$ cat config.mk
export PLATFORM = sky130hd
export DESIGN_NAME = cpu_ctrl_fsm_g2
export DESIGN_NICKNAME = d
export VERILOG_FILES = /design/src/rtl/cpu_ctrl_fsm_g2.sv
export SDC_FILE = /design/constraint.sdc
export NUM_CORES = 1
export LEC_CHECK = 0
export ABC_AREA = 1
export CELL_PAD_IN_SITES_DETAIL_PLACEMENT = 1
export CELL_PAD_IN_SITES_GLOBAL_PLACEMENT = 2
export CORE_AREA = 5 5 84 55
export DETAILED_ROUTE_END_ITERATION = 10
export DIE_AREA = 0 0 89 60
export HOLD_SLACK_MARGIN = 0.06
export PLACE_DENSITY_LB_ADDON = 0.1
export SLEW_MARGIN = 20
export SYNTH_ARGS = -nofsm -noshare
export SYNTH_HDL_FRONTEND = slang
export SYNTH_SLANG_ARGS = --single-unit
$ cat constraint.sdc
create_clock -name clock -period 1.9 [get_ports clock]
set_input_delay 0.285 -clock clock [delete_from_list [all_inputs] [get_ports clock]]
set_output_delay 0.285 -clock clock [all_outputs]
set_load 0.01 [all_outputs]
$ cat src/rtl/cpu_ctrl_fsm_g2.sv
// Multicycle control FSM for the 16-bit CPU: opcode decode, datapath enables, memory ready/timeout, resumable halt.
// Optional macro CTRL_INSTR_CNT_EN adds the instr_count retired-fetch counter output.
module cpu_ctrl_fsm_g2 #(
    parameter int DATA_W      = 16,
    parameter int TIMEOUT_CYC = 15,
    parameter int CNT_W       = 16
) (
    input  logic              clock,
    input  logic              reset,
    input  logic [DATA_W-1:0] instr,
    input  logic              mem_ready,
    input  logic              resume,
    output logic              imm_sel,
    output logic              pc_addr_sel,
    output logic              ld_sel,
    output logic              jmp_sel,
    output logic              wsel_mem,
    output logic              sw_sel,
    output logic              flag_en,
    output logic              pc_en,
    output logic              reg_wen,
    output logic              mem_we,
    output logic              mem_req,
    output logic              fault,
`ifdef CTRL_INSTR_CNT_EN
    output logic [CNT_W-1:0]  instr_count,
`endif
    output logic [3:0]        state
);

    typedef enum logic [3:0] {
        S_RESET    = 4'd0,
        S_FETCH    = 4'd1,
        S_R_REG    = 4'd2,
        S_LD_REQ   = 4'd3,
        S_LD_WB    = 4'd4,
        S_ST_REQ   = 4'd5,
        S_ST_DONE  = 4'd6,
        S_JMP      = 4'd7,
        S_JMP_DONE = 4'd8,
        S_HALT     = 4'd9,
        S_R_IMM    = 4'd10,
        S_WB       = 4'd11,
        S_JAL      = 4'd12,
        S_JAL_DONE = 4'd13,
        S_FAULT    = 4'd14,
        S_SPECIAL  = 4'd15
    } state_t;

    localparam int WAIT_W = (TIMEOUT_CYC < 1) ? 1 : $clog2(TIMEOUT_CYC + 1);
    localparam logic [WAIT_W-1:0] WAIT_MAX = {WAIT_W{1'b1}};
    localparam logic [WAIT_W-1:0] WAIT_TMO = WAIT_W'(TIMEOUT_CYC);

    state_t            cur_state;
    state_t            nxt_state;
    logic [WAIT_W-1:0] wait_cnt;
    logic [WAIT_W-1:0] wait_nxt;
    logic [3:0]        opcode;
    logic              timed_out;
    logic              instr_unused;

    assign opcode       = instr[DATA_W-1 -: 4];
    assign instr_unused = ^instr[DATA_W-5:0];
    assign timed_out    = (TIMEOUT_CYC != 0) && (wait_cnt == WAIT_TMO);
    assign state        = cur_state;

    always_ff @(posedge clock) begin
        if (!reset) begin
            cur_state <= S_RESET;
            wait_cnt  <= '0;
        end else begin
            cur_state <= nxt_state;
            wait_cnt  <= wait_nxt;
        end
    end

    // Next state and wait counter; counter only moves while held in a request state.
    always_comb begin
        nxt_state = S_RESET;
        wait_nxt  = '0;
        case (cur_state)
            S_RESET: nxt_state = S_FETCH;
            S_FETCH: begin
                case (opcode)
                    4'b0000: nxt_state = S_R_REG;
                    4'b0001: nxt_state = S_LD_REQ;
                    4'b0010: nxt_state = S_ST_REQ;
                    4'b0011: nxt_state = S_JMP;
                    4'b0100: nxt_state = S_HALT;
                    4'b1000: nxt_state = S_RESET;
                    4'b1100: nxt_state = S_JAL;
                    4'b1111: nxt_state = S_SPECIAL;
                    default: nxt_state = S_R_IMM;
                endcase
            end
            S_R_REG, S_R_IMM: nxt_state = S_WB;
            S_WB, S_LD_WB, S_ST_DONE, S_JMP_DONE, S_JAL_DONE: nxt_state = S_FETCH;
            S_LD_REQ, S_ST_REQ: begin
                if (mem_ready) begin
                    nxt_state = (cur_state == S_LD_REQ) ? S_LD_WB : S_ST_DONE;
                end else if (timed_out) begin
                    nxt_state = S_FAULT;
                end else begin
                    nxt_state = cur_state;
                    wait_nxt  = (wait_cnt == WAIT_MAX) ? wait_cnt : wait_cnt + 1'b1;
                end
            end
            S_SPECIAL: nxt_state = S_ST_DONE;
            S_JMP:     nxt_state = S_JMP_DONE;
            S_JAL:     nxt_state = S_JAL_DONE;
            S_HALT:    nxt_state = resume ? S_FETCH : S_HALT;
            S_FAULT:   nxt_state = S_FAULT;
            default:   nxt_state = S_RESET;
        endcase
    end

    // Moore decode; pc_en is Mealy only in the request states and HALT.
    always_comb begin
        imm_sel     = 1'b0;
        pc_addr_sel = 1'b0;
        ld_sel      = 1'b0;
        jmp_sel     = 1'b0;
        wsel_mem    = 1'b0;
        sw_sel      = 1'b1;
        flag_en     = 1'b0;
        pc_en       = 1'b0;
        reg_wen     = 1'b0;
        mem_we      = 1'b0;
        mem_req     = 1'b0;
        fault       = 1'b0;
        case (cur_state)
            S_FETCH, S_WB, S_ST_DONE, S_JMP_DONE, S_JAL_DONE: pc_addr_sel = 1'b1;
            S_R_REG, S_R_IMM: begin
                imm_sel     = (cur_state == S_R_IMM);
                pc_addr_sel = 1'b1;
                flag_en     = 1'b1;
                pc_en       = 1'b1;
                reg_wen     = 1'b1;
            end
            S_LD_REQ: begin
                ld_sel  = 1'b1;
                mem_req = 1'b1;
                pc_en   = mem_ready;
            end
            S_LD_WB: begin
                pc_addr_sel = 1'b1;
                ld_sel      = 1'b1;
                reg_wen     = 1'b1;
                wsel_mem    = 1'b1;
            end
            S_ST_REQ: begin
                mem_req = 1'b1;
                mem_we  = 1'b1;
                pc_en   = mem_ready;
            end
            S_SPECIAL: begin
                mem_we = 1'b1;
                pc_en  = 1'b1;
            end
            S_JMP, S_JAL: begin
                pc_addr_sel = 1'b1;
                jmp_sel     = 1'b1;
                pc_en       = 1'b1;
                reg_wen     = (cur_state == S_JAL);
            end
            S_HALT: begin
                pc_addr_sel = 1'b1;
                pc_en       = resume;
            end
            S_FAULT: fault = 1'b1;
            default: ;
        endcase
    end

`ifdef CTRL_INSTR_CNT_EN
    // Counts fetches that issue a real instruction; the 1000 no-op is excluded.
    always_ff @(posedge clock) begin
        if (!reset) begin
            instr_count <= '0;
        end else if (cur_state == S_FETCH && opcode != 4'b1000) begin
            instr_count <= instr_count + 1'b1;
        end
    end
`else
    localparam int cnt_w_unused = CNT_W;
`endif

endmodule

==> metrics.yaml, run 1 <==
rr_startpoint: "state[2]"
r2r_slack_ps: 530
clock_latency_ps: 230
cts_tree: "yes"
hpwl_microns: 2030
synth_area_leaders: "dfxtp_1, nand2_1, nor2_1"
syn2layout_area_growth_pct: 50.8
finalSetupTns_ps: 0
skew_ps: 2.01
irDropWorstVdd_uv: 267
fmax_mhz: 556
fp.dieH_microns: 60
syn_nets: 145
layout_common_cells: "nand2_1, nor2_1, clkdlybuf4s50_1, inv_1, nand3_1"
slowest_stage: "clkdlybuf4s50_1"
grt_max_degree: 9
numClockSinks: 8
crit_arrival_ps: 1510
setup_ws_ps: 102
grt_pass1_wl_microns: 3860
synth_cells: 120
antenna_cells: 0
cts_hold_buf: 0
fillers: 505
cts_resized: 14
setup_viol: 0
clk_path_buf_depth: 2
criticalPathCategory: "reg2out"
cts_setup_buffers: 0
row_count: 18
wire_per_inst_microns: 11.9
ys_types: 24
final-hold-violation-count: 0
postRouteAntennaNets: 0
cpPeakStageDelay_ps: 560
ff2ff_path_depth: 9
power_density_mw_per_mm2: 1140
io_pins: 36
drive_gt1_frac: 0.240
syn_area_sq_um: 766
post-place-ws_ps: 25.1
p_leak_nw: 0.593
endpoint_kind: "output pin"
cts_made_buffers: 3
required_ps: 1620
avgSynthCellArea_sq_um: 6.38
fin_nets: 177
path_cells: "buf_4 -> nor3_2 -> clkdlybuf4s50_1"
vias: 830
die_x_microns: 89
period_share: 0.946
critical_path.startpoint: "state[2]"
cts_max_level: 1
ys_seq_area_frac: 0.209
path_max_fanout: 7
clk_pin_slew_worst_paths_ps: 40
routed_via_density: 4.15
drc_errors: 0
design.core.area_sq_mm: 0.00385
io_buffers: 22
yosys_warnings: 0
status: "complete, no violations"
yosysTopAreaCellShare: 0.209
grt_use_total: 0.0949
first_iter_violations: 27
start_util: 0.199
max-cap-violations: 0
rsz0062_at_grt: "no"
synth_seq_cells: 8
grt_pass1_vias: 852
timing.rr.end: "state[0]"
crit_end: "flag_en"
wl_microns: 2380
antenna_found_initial: 0
gp_congestion: 0.689
layout_commonest_cell: "nand2_1"
yosysTopAreaCell: "dfxtp_1"
slew_violations: 0
cp-start-kind: "register"
design.die.area_sq_mm: 0.00534
hold_path.class: "reg2reg"
finalCriticalPeriod_ps: 1800
cts_root_buffer: "clkbuf_8"
firstDrtPassIters: 4
gr-total-overflow: 0
-- cells by family after synthesis --
family / Yosys count / synth area share
flip-flops: 8 / 0.209
adder cells (fa/ha/maj): 5 / 0.0817
XOR/XNOR: 3 / 0.0343
AO/OA/AOI/OAI: 4 / 0.0408
buffers and inverters: 20 / 0.114
AND/OR/NAND/NOR: 79 / 0.515
other: 1 / 0.00490
-- report_power, final --
group          total (mW)  switching, mW  internal [mW]
clock network       0.204         0.0666          0.137
registers           0.318         0.0964          0.221
logic               0.794          0.417          0.377
-- layer usage --
layer | up-vias | track usage | part of all wire
li1 | 438 | - | -
met1 | 372 | 0.139 | 0.54
met2 | 20 | 0.144 | 0.40
met3 | 0 | 0.0275 | 0.051
met4 | 0 | 0.00637 | 0
met5 | - | 0 | 0
-- layout make-up --
cell class / count / area [sq um] / area share
Sequential cell: 8 / 173 / 0.150
Timing Repair Buffer: 30 / 283 / 0.245
Inverter: 17 / 65.1 / 0.0563
Multi-Input combinational cell: 92 / 531 / 0.459
Tap cell: 50 / 62.6 / 0.0542
Clock buffer: 3 / 41.3 / 0.0358
-- sequential cells by signal, summed over array words and instances (netlist names) --
register,flops
wait_cnt,4
state,4
-- synth_stat cells --
cell type  instances
a21oi_1            1
a21oi_4            1
buf_4              3
clkinv_2           1
conb_1             1
dfxtp_1            8
ha_1               5
inv_1             12
inv_2              4
nand2_1           30
nand2_2            2
nand2_4            2
nand3_1           11
nand3_4            1
nand4_1            4
nor2_1            18
nor2_2             6
nor2_4             2
nor3_1             1
nor3_2             1
nor4_1             1
o21ai_0            2
xnor2_1            2
xor2_1             1
-- how the worst min path moves through the flow --
stage                      from          end  slack [ps]  cells past startpoint
floorplan                 reset     state[2]         410                      2
global placement    wait_cnt[0]  wait_cnt[0]         440                      1
detailed placement  wait_cnt[0]  wait_cnt[0]         450                      1
CTS                 wait_cnt[0]  wait_cnt[0]         460                      1
global route        wait_cnt[0]  wait_cnt[0]         470                      1
finish              wait_cnt[0]  wait_cnt[0]         450                      1
-- through the flow --
stage	total power [mW]	std cells	instance area (sq um)	hold slack, ps	utilization
2_1_floorplan	0.716	120	766	406	-
3_3_place_gp	1.10	197	1090	442	0.282
3_5_place_dp	1.11	197	1090	451	0.282
4_1_cts	1.34	200	1140	457	0.297
5_1_grt	1.44	200	1150	468	0.300
6_report	1.32	200	1150	454	0.300
-- critical path, delay by kind of cell, from the launching register on --
family / cells / cell delay (ps)
buffers and inverters: 2 / 710
DFF: 1 / 380
and+or+nand+nor: 1 / 190
Note: power is estimated with default switching activity, not from simulation.
==> run 2, diff against run 1 <==
--- a/config.mk
+++ b/config.mk
@@ -8,9 +8,9 @@
 export ABC_AREA = 1
 export CELL_PAD_IN_SITES_DETAIL_PLACEMENT = 1
 export CELL_PAD_IN_SITES_GLOBAL_PLACEMENT = 2
-export CORE_AREA = 5 5 84 55
+export CORE_AREA = 2 2 88 56
 export DETAILED_ROUTE_END_ITERATION = 10
-export DIE_AREA = 0 0 89 60
+export DIE_AREA = 0 0 90 58
 export HOLD_SLACK_MARGIN = 0.06
 export PLACE_DENSITY_LB_ADDON = 0.1
 export SLEW_MARGIN = 20
==> constraint.sdc (replaced) <==
create_clock -name clock -period 1.5 [get_ports clock]
set_input_delay 0.225 -clock clock [delete_from_list [all_inputs] [get_ports clock]]
set_output_delay 0.225 -clock clock [all_outputs]
set_load 0.01 [all_outputs]
==> run 2 against run 1 <==
Compared with the run above:
- the flow now finishes with violations (setup timing)
- design area up 18%
- final cell count increased by 20%
- sequential cell count did not move
- hold slack improved by 3.3 ps
- non-clock buffer count increased by 26
==> metrics.yaml, run 2 (synthesis gave the netlist of run 1 again) <==
grt_max_degree: 8
numClockSinks: 8
finalCriticalPeriod_ps: 1520
path_cells: "buf_6 -> nor4_1 -> clkdlybuf4s15_2"
rsz0062_at_grt: "yes"
cts_root_buffer: "clkbuf_8"
path_max_fanout: 6
cts_tree: "yes"
power_frac_comb: 0.694
gp_congestion: 0.744
antenna_cells: 0
vias: 922
design.core.area_sq_mm: 0.00442
switching_share: 0.426
io_buffers: 22
cts_max_level: 1
start_util: 0.173
irDropWorstVdd_uv: 404
syn2layout_area_growth_pct: 77.6
criticalPathCategory: "reg2out"
hpwl_microns: 2260
fin_nets: 203
power_mw: 1.98
gr-total-overflow: 0
drc_errors: 0
drive_gt1_frac: 0.449
fin_util: 0.308
wire_per_inst_microns: 10.7
fin_hold_ws_ps: 457
clock_latency_ps: 220
cts_hold_buf: 0
fp.dieH_microns: 58
cp-start-kind: "register"
grt_use_total: 0.105
layout_common_cells: "buf_4, nand2_1, nor2_1"
grt_pass1_wl_microns: 4420
crit_arrival_ps: 1300
p_sw_uw: 841
finalSetupTns_ps: -57.9
slew_violations: 0
clockPowerShare: 0.129
violations: "setup timing"
cts_made_buffers: 3
period_share: 1.02
setup_viol: 3
power_density_mw_per_mm2: 1450
routed_via_density: 3.86
antenna_found_initial: 0
design.die.area_sq_mm: 0.00522
skew_ps: 0.696
fmax_mhz: 656
row_count: 19
cpPeakStageDelay_ps: 370
required_ps: 1270
slowest_stage: "dfxtp_4"
grt_pass1_vias: 946
layout_commonest_cell: "buf_4"
clk_path_buf_depth: 2
firstDrtPassIters: 4
clk_pin_slew_worst_paths_ps: 40
pwr-share-seq: 0.177
first_iter_violations: 33
wl_microns: 2560
internal_power_mw: 1.13
setup_ws_ps: -24.1
die_x_microns: 90
final-hold-violation-count: 0
io_pins: 36
p_leak_nw: 0.692
max-cap-violations: 0
postRouteAntennaNets: 0
status: "finished with violations"
hold_path.class: "reg2reg"
endpoint_kind: "output pin"
[run 2: cell types whose count changed in the layout (fill, tap and decap cells not counted), sizes merged]
cell,delta
clkdlybuf4s50,-6
buf,+33
dlygate4sd2,-1
clkdlybuf4s15,+1
dlymetal6s2s,-3
clkbuf,+2
[run 2: layout make-up]
class / instances / area [sq um]
Fill cell: 585 / 3060
Timing Repair Buffer: 56 / 452
Clock buffer: 3 / 41.3
Sequential cell: 8 / 170
Tap cell: 63 / 78.8
Multi-Input combinational cell: 92 / 547
Inverter: 17 / 71.3
[run 2: per-layer routing]
layer  vias up  track usage  part of all wire
met3         2       0.0221             0.038
met4         0       0.0264            0.0012
li1        483            -                 -
met5         -            0                 0
met1       420        0.153              0.54
met2        17        0.160              0.42
[run 2: critical path: cells and delay by family, from the launching register on]
kind,cells,cell delay [ps]
buffers and inverters,2,410
flip-flops,1,370
AND/OR/NAND/NOR,1,290
[run 2: path summary, 6_finish.rpt]
| kind | from | depth (start not counted) | end | slack [ps] |
|---|---|---|---|---|
| max reg2reg | state[0] | 9 | state[3] | 120 |
| max | state[0] | 3 | imm_sel | -20 |
| min reg2reg | wait_cnt[0] | 1 | wait_cnt[0] | 460 |
| min | wait_cnt[0] | 1 | wait_cnt[0] | 460 |
[run 2: per-stage QoR]
| stage | area [sq um] | setup slack [ps] | instances |
|---|---|---|---|
| final | 1360 | -24.1 | 239 |
| after CTS | 1350 | -56.2 | 238 |
| after global routing | 1360 | -125 | 239 |
| after floorplan | 766 | 215 | 120 |
| after detailed placement | 1290 | -253 | 234 |
| after global placement | 1290 | -259 | 234 |
[run 2: power groups by stage]
stage	Combinational [mW]	Clock (mW)	Sequential, mW
detailed placement	1.39	0	0.333
CTS	1.36	0.265	0.353
finish	1.37	0.255	0.349
floorplan	0.563	0	0.343
global placement	1.40	0	0.331
global route	1.52	0.272	0.362
[run 2: what timing repair did]
action,4_1_cts,5_1_grt
setup endpoints to repair,14,9
setup buffers,1,1
gates resized for setup,54,8
cloned,0,0
pin swaps,4,4
